==> config.mk <==
export PLATFORM = sky130hd
export DESIGN_NAME = trasmettitore_seriale
export DESIGN_NICKNAME = d
export VERILOG_FILES = /design/src/rtl/seriale_pkg.sv /design/src/rtl/trasmettitore_seriale_bit_timer.sv /design/src/rtl/trasmettitore_seriale.sv
export SDC_FILE = /design/constraint.sdc
export NUM_CORES = 1
export LEC_CHECK = 0
export CORE_MARGIN = 2
export CORE_UTILIZATION = 46
export DETAILED_ROUTE_END_ITERATION = 8
export GPL_ROUTABILITY_DRIVEN = 0
export PLACE_DENSITY_LB_ADDON = 0.05
export SLEW_MARGIN = 20
export SYNTH_ARGS = -nofsm -noshare
export SYNTH_HDL_FRONTEND = slang
export SYNTH_SLANG_ARGS = --single-unit
==> constraint.sdc <==
create_clock -name clock -period 2.6 [get_ports clock]
set_input_delay 0.52 -clock clock [delete_from_list [all_inputs] [get_ports clock]]
set_output_delay 0.52 -clock clock [all_outputs]
set_load 0.005 [all_outputs]
==> src/rtl/seriale_pkg.sv <==
// +-------------------------------------------------------------------------+
// | seriale_pkg: state encoding and line constants shared by the serial     |
// | transmitter and receiver.                                               |
// | Revision: 1.0                                                           |
// +-------------------------------------------------------------------------+
`default_nettype none

package seriale_pkg;

  typedef enum logic [2:0] {
    S0     = 3'd0,
    Wstart = 3'd1,
    Wbit   = 3'd2,
    Wpar   = 3'd3,
    Wstop  = 3'd4,
    Wack   = 3'd5
  } star_t;

  localparam logic IDLE_LEVEL  = 1'b1;
  localparam logic START_LEVEL = 1'b0;
  localparam int   DATA_BITS   = 8;

endpackage

`default_nettype wire

==> src/rtl/trasmettitore_seriale_bit_timer.sv <==
// +-------------------------------------------------------------------------+
// | bit_timer: loadable down-counter with terminal-count flag (count == 0). |
// | Revision: 1.0                                                           |
// +-------------------------------------------------------------------------+
`default_nettype none

module bit_timer #(
  parameter int WIDTH = 4
) (
  input  logic             clock,
  input  logic             load_i,
  input  logic [WIDTH-1:0] load_val_i,
  output logic             tc_o
);

  logic [WIDTH-1:0] count_q;
  logic [WIDTH-1:0] count_d;

  // Free-running between loads; wrap-around past zero is never observed.
  always_comb begin
    count_d = count_q - WIDTH'(1);
    if (load_i) count_d = load_val_i;
  end

  always_ff @(posedge clock) begin
    count_q <= count_d;
  end

  assign tc_o = (count_q == '0);

endmodule

`default_nettype wire

==> src/rtl/trasmettitore_seriale.sv <==
// +-------------------------------------------------------------------------+
// | trasmettitore_seriale: async serial transmitter, start/8 data LSB-first |
// | /stop, with a dav_/rfd four-phase handshake on the parallel side.       |
// | Optional even parity bit: define TRASMETTITORE_PARITY_EN.               |
// | Revision: 1.0                                                           |
// +-------------------------------------------------------------------------+
`default_nettype none

module trasmettitore_seriale
  import seriale_pkg::*;
#(
  parameter int BIT_TICKS = 16,
  parameter int STOP_BITS = 1
) (
  input  logic       clock,
  input  logic       reset_,
  input  logic       dav_,
  input  logic [7:0] byte_i,
  output logic       rfd,
  output logic       txd
);

  localparam int TW = $clog2(BIT_TICKS);
  localparam int SW = $clog2(2 * BIT_TICKS);
  localparam logic [TW-1:0] TICK_RELOAD = TW'(BIT_TICKS - 1);
  localparam logic [SW-1:0] STOP_RELOAD = SW'(STOP_BITS * BIT_TICKS - 1);

  star_t      state_q, state_d;
  logic [7:0] buf_q, buf_d;
  logic [3:0] count_q, count_d;
  logic       txd_q, txd_d;
  logic       rfd_q, rfd_d;
`ifdef TRASMETTITORE_PARITY_EN
  logic       par_q, par_d;
`endif

  logic tick_load, tick_tc;
  logic stop_load, stop_tc;

  bit_timer #(.WIDTH(TW)) u_tick_timer (
    .clock      (clock),
    .load_i     (tick_load),
    .load_val_i (TICK_RELOAD),
    .tc_o       (tick_tc)
  );

  bit_timer #(.WIDTH(SW)) u_stop_timer (
    .clock      (clock),
    .load_i     (stop_load),
    .load_val_i (STOP_RELOAD),
    .tc_o       (stop_tc)
  );

  always_comb begin
    state_d   = state_q;
    buf_d     = buf_q;
    count_d   = count_q;
    txd_d     = txd_q;
    rfd_d     = rfd_q;
`ifdef TRASMETTITORE_PARITY_EN
    par_d     = par_q;
`endif
    tick_load = 1'b0;
    stop_load = 1'b0;

    case (state_q)
      S0: begin
        txd_d = IDLE_LEVEL;
        rfd_d = 1'b1;
        if (!dav_) begin
          buf_d     = byte_i;
          rfd_d     = 1'b0;
          txd_d     = START_LEVEL;
          tick_load = 1'b1;
          count_d   = 4'(DATA_BITS);
`ifdef TRASMETTITORE_PARITY_EN
          par_d     = ^byte_i;
`endif
          state_d   = Wstart;
        end
      end
      Wstart: begin
        if (tick_tc) begin
          txd_d     = buf_q[0];
          buf_d     = {1'b0, buf_q[7:1]};
          tick_load = 1'b1;
          state_d   = Wbit;
        end
      end
      Wbit: begin
        if (tick_tc) begin
          count_d = count_q - 4'd1;
          // count_q==1 means the bit just finished was bit 7.
          if (count_q == 4'd1) begin
`ifdef TRASMETTITORE_PARITY_EN
            txd_d     = par_q;
            tick_load = 1'b1;
            state_d   = Wpar;
`else
            txd_d     = IDLE_LEVEL;
            stop_load = 1'b1;
            state_d   = Wstop;
`endif
          end else begin
            txd_d     = buf_q[0];
            buf_d     = {1'b0, buf_q[7:1]};
            tick_load = 1'b1;
          end
        end
      end
`ifdef TRASMETTITORE_PARITY_EN
      Wpar: begin
        if (tick_tc) begin
          txd_d     = IDLE_LEVEL;
          stop_load = 1'b1;
          state_d   = Wstop;
        end
      end
`endif
      Wstop: begin
        txd_d = IDLE_LEVEL;
        if (stop_tc) begin
          if (dav_) begin
            rfd_d   = 1'b1;
            state_d = S0;
          end else begin
            state_d = Wack;
          end
        end
      end
      Wack: begin
        txd_d = IDLE_LEVEL;
        if (dav_) begin
          rfd_d   = 1'b1;
          state_d = S0;
        end
      end
      default: begin
        txd_d   = IDLE_LEVEL;
        rfd_d   = 1'b1;
        state_d = S0;
      end
    endcase
  end

  always_ff @(posedge clock) begin
    if (reset_) begin
      state_q <= S0;
      txd_q   <= IDLE_LEVEL;
      rfd_q   <= 1'b1;
    end else begin
      state_q <= state_d;
      txd_q   <= txd_d;
      rfd_q   <= rfd_d;
    end
  end

  // Datapath registers need no reset: they are always loaded before use.
  always_ff @(posedge clock) begin
    buf_q   <= buf_d;
    count_q <= count_d;
`ifdef TRASMETTITORE_PARITY_EN
    par_q   <= par_d;
`endif
  end

  assign txd = txd_q;
  assign rfd = rfd_q;

endmodule

`default_nettype wire
# == After elaboration in Yosys (flattened, before gate mapping) ==
# Cells that the tools add are included.
# Widths: inputs -> output; s select.
# totals
ff_bits,26
latchBits,0
ramBits,0
rom_bits,0
in_bits,11
mem_count,0
# classes
add_sub_neg,3
multipliers,0
n_div,0
order_cmp,0
n_eq_ne,12
n_shift,0
mux,32
bitwise,1
reduce_logical,11
# op_table
cell,count
$mux 8,4
$pmux 8 s3,1
$mux 3,7
$pmux 3 s5,1
$ne 2x2->1 const B,7
$mux 1,13
$mux 4,2
$pmux 4 s2,1
$sub 4x1->4 const B,2
$eq 3x3->1 const B,2
$pmux 1 s3,2
$reduce_and 6->1,1
$logic_not 5->1,1
$reduce_and 5->1,1
$sub 5x1->5 const B,1
$eq 4x1->1 const B,1
$logic_not 4->1,1
$pmux 1 s4,1
$reduce_and 2->1,2
$eq 3x1->1 const B,1
$eq 3x2->1 const B,1
$logic_not 3->1,1
$reduce_and 3->1,1
$reduce_bool 3->1,1
other kinds (3),3

# == Depth between registers and ports, before layout ==
# logic_depth
ltp_word,4
depth_mapped,6
mapped_depth_nobuf,6

# == Modules after synthesis ==
# Synthesis repeated with hierarchy kept, for this count alone.
# unflattened
cells_unflattened,131
hier_area_um2,1383.8
# modules_own_cells
module,instances,cells_each,area_per_inst_um2
trasmettitore_seriale,1,89,977.2
bit_timer at u_stop_timer,1,23,229.0
bit_timer at u_tick_timer,1,19,177.7

# == Least setup slack after synthesis ==
# OpenSTA, ideal clock, no wires.
# synth_path
path_kind,register to register
from,register u_tick_timer.count_q[0]
to,"register buf_q[0], enable pin"
setup_time_ns,0.324
arrival_time_ns,1.479
setup_slack_ns,0.797
stages_incl_launch_ff,7
n_path_buf,0
synth_period_minus_slack_ns,1.803
path_cell_list,dfxtp_1 inv_1 ha_1 nor3b_1 nor3_1 or3_1 inv_1
# synth_between
elab_chain_len,3
elab_cells_between_ends,4
# synth_lines
element,line_no,rtl
start: declaration,trasmettitore_seriale_bit_timer.sv:16,logic [WIDTH-1:0] count_q;
start signal: assignment,trasmettitore_seriale_bit_timer.sv:26,count_q <= count_d;
$logic_not 4->1 (*),trasmettitore_seriale_bit_timer.sv:29,assign tc_o = (count_q == '0);
$ne 2x2->1 (no source line),n/a,
$reduce_and 5->1 (no source line) (*),n/a,
end signal: assignment,trasmettitore_seriale.sv:160,buf_q <= buf_d;
end: declaration,trasmettitore_seriale.sv:29,"logic [7:0] buf_q, buf_d;"
# Mark *: on every way between the ends. The rest lies on a longest branch, timed or not.
# A chain may end at the register's enable or synchronous reset.

# == Worst setup path after layout ==
# layout_path
from,register u_tick_timer.count_q[0]
to,"register buf_q[5], enable pin"
# Same word-level chain as after synthesis.

==> impl_metrics.py <==
metrics = {
    "outcome": {
        "status": "finished, final reports clean",
    },
    "synthesis": {
        "yosys.cell_types.count": 33,
        "synth-edff-count": 12,
        "post_synth_instance_area_um2": 1250,
        "synth_async_sr_flop_share_pct": 0,
        "yosysWarnings": 0,
        "synth_seq_cells": 26,
        "synth_nets": 134,
        "syn_inst": 118,
        "ys.flop_type": "dfxtp_1",
        "postSynthAreaPerCell_um2": 10.6,
        "ys_seq_area_share_pct": 51.4,
    },
    "hold_path": {
        "min_path_type": "reg2reg",
    },
    "drt": {
        "wl_per_cell_um": 11.6,
        "viasPerCell": 5.23,
        "ant_nets": 0,
        "drt-pass1-iter-count": 4,
        "vias": 847,
        "routed_wl_mm": 1.88,
        "drt_iter0_markers": 19,
        "drcViolationCount": 0,
    },
    "global_routing": {
        "grt_pass1_vias": 816,
        "antenna_found_initial": 0,
        "grt_pass1_wl_mm": 3.35,
        "grt-ovfl-total": 0,
        "grt_max_degree": 16,
        "grt.total_usage_pct": 13.3,
    },
    "final_layout": {
        "fin_util_pct": 57.4,
        "mostFrequentLayoutCells": "14 x dfxtp_1, 13 x nand2_1, 12 x edfxtp_1, 12 x clkdlybuf4s50_1, 10 x inv_1",
        "area_growth_pct": 16.2,
        "diodes": 0,
        "drive_above_1_share_pct": 11.4,
        "final_common_cell": "dfxtp_1",
        "fin_cells": 162,
        "nets": 149,
    },
    "run": {
        "drv_cap": 0,
    },
    "clock_network": {
        "cts_buffers": 3,
        "cts_setup_buffers": 0,
        "cts_tree": "built",
        "clkSinkCount": 26,
        "insertion_delay_ns": 0.31,
        "path_clk_slew_ns": 0.14,
        "postCtsHoldBufs": 0,
        "htree_levels": 1,
        "ctsLongestPathBuffers": 2,
        "cts_resized": 0,
        "root_buffer": "clkbuf_4",
    },
    "power": {
        "power_mw": 1.34,
        "max-vdd-ir-drop_mv": 0.623,
        "power_density_nw_per_um2": 927,
        "leakage_nw": 0.582,
    },
    "floorplanning": {
        "initial_core_util_pct": 49.4,
        "fp.dieW_um": 56.1,
        "pin_count": 13,
        "num_rows": 18,
        "die_h_um": 56.1,
        "core_um2": 2520,
        "dieArea_um2": 3140,
    },
    "critical_path": {
        "slowest_delay_ns": 0.43,
        "worstPathMaxFanout": 8,
        "crit_type": "reg2reg",
        "worstPathArrival_ns": 2.08,
        "slowest_stage": "nor3b_1",
        "start_kind": "flop",
        "path_cells": "inv_1 -> ha_1 -> nor3b_1 -> nor3_1 -> or3_1 -> inv_1",
        "worstPathRequired_ns": 2.61,
        "end_kind": "flop",
        "crit_top_cell": "inv_1",
    },
    "placed_design": {
        "pre_cts_ws_ns": 0.317,
        "hpwl_mm": 1.48,
        "io_buffers": 12,
        "dp_cells": 158,
    },
    "sta": {
        "fin_ws_ns": 0.531,
        "rsz0062_at_grt": "no",
        "slew_viol_final": 0,
        "worst_slew_pin_slew_ns": 0.583,
        "min_period_ns": 2.07,
        "fmax_mhz": 483,
        "setup_tns_ns": 0,
        "min_period_over_period_pct": 79.6,
        "setup_violations": 0,
        "relSlewSlack_pct": 60.8,
        "skew_ns": 0.00679,
        "hold_viol_final": 0,
    },
}
[power by group]
group / internal [mW] / switching [mW] / leakage (nW)
clock network: 0.156 / 0.115 / 0.0279
logic: 0.206 / 0.202 / 0.325
registers: 0.592 / 0.0711 / 0.229
[through the flow]
stage / hold slack [ns] / instance area [µm²]
final: 0.416 / 1450
after global routing: 0.434 / 1450
after CTS: 0.422 / 1450
after detailed placement: 0.387 / 1400
after global placement: 0.385 / 1400
after floorplan: 0.371 / 1250
[per-layer routing]
metal | vias up | GRT usage (%) | part of all wire [%]
met5 | - | 0 | 0
met4 | 0 | 4.08 | 0.69
met3 | 2 | 2.79 | 3.1
met2 | 12 | 22.2 | 49
met1 | 397 | 17.3 | 47
li1 | 436 | - | -
[flip-flops by register name (all words and copies together), names as in the netlist]
name	count
buf_q	8
count_q	4
rfd	1
state_q	3
txd	1
u_stop_timer.count_q	5
u_tick_timer.count_q	4
[final cells by class]
cell class                 count  area, µm²
fill                         237       1070
sequential                    26        641
multi-input combinational     79        552
timing repair buffer          13        128
inverter                      10       37.5
tap                           30       37.5
clock inverter                 1       30.0
clock buffer                   3       22.5
[Yosys cell counts, drive strengths merged, types with 2 or more instances]
cell    count  area (µm²)
buf         2        12.5
nor3b       2        15.0
nand2      13        48.8
xnor2       8        70.1
ha          5        62.6
nor2b       4        25.0
or3         3        18.8
a21oi       2        10.0
nor3        6        30.0
inv        10        37.5
a31oi       2        12.5
nor2        9        36.3
o21ai       3        15.0
dfxtp      14         280
edfxtp     12         360
mux2        8        90.1
nand3       2        10.0
[worst paths after layout]
path / endpoint / startpoint / slack, ns / cells after the start
setup reg to reg: buf_q[5]$_DFFE_PP_ / u_tick_timer.count_q[0]$_SDFF_PP1_ / 0.53 / 6
setup / recovery: buf_q[5]$_DFFE_PP_ / u_tick_timer.count_q[0]$_SDFF_PP1_ / 0.53 / 6
hold reg to reg: u_stop_timer.count_q[0]$_SDFF_PP1_ / u_stop_timer.count_q[0]$_SDFF_PP1_ / 0.42 / 1
hold / removal: u_stop_timer.count_q[0]$_SDFF_PP1_ / u_stop_timer.count_q[0]$_SDFF_PP1_ / 0.42 / 1
[critical path: cells and delay by family (launching register included)]
| kind | cells | cell delay [ns] |
|---|---|---|
| adders and majority gates | 1 | 0.17 |
| DFF | 1 | 0.35 |
| buffers and inverters | 2 | 0.32 |
| and+or+nand+nor | 3 | 0.93 |
[cell families after synthesis]
group | Yosys count | share of synthesized area [%]
AOI/OAI and AO/OA | 13 | 7.23
buffers and inverters | 13 | 4.32
adders and majority gates | 5 | 5.02
muxes | 9 | 8.03
DFF | 26 | 51.4
and+or+nand+nor | 44 | 18.4
xor gates and xnor gates | 8 | 5.62
Power figures use the tool's default switching activity.
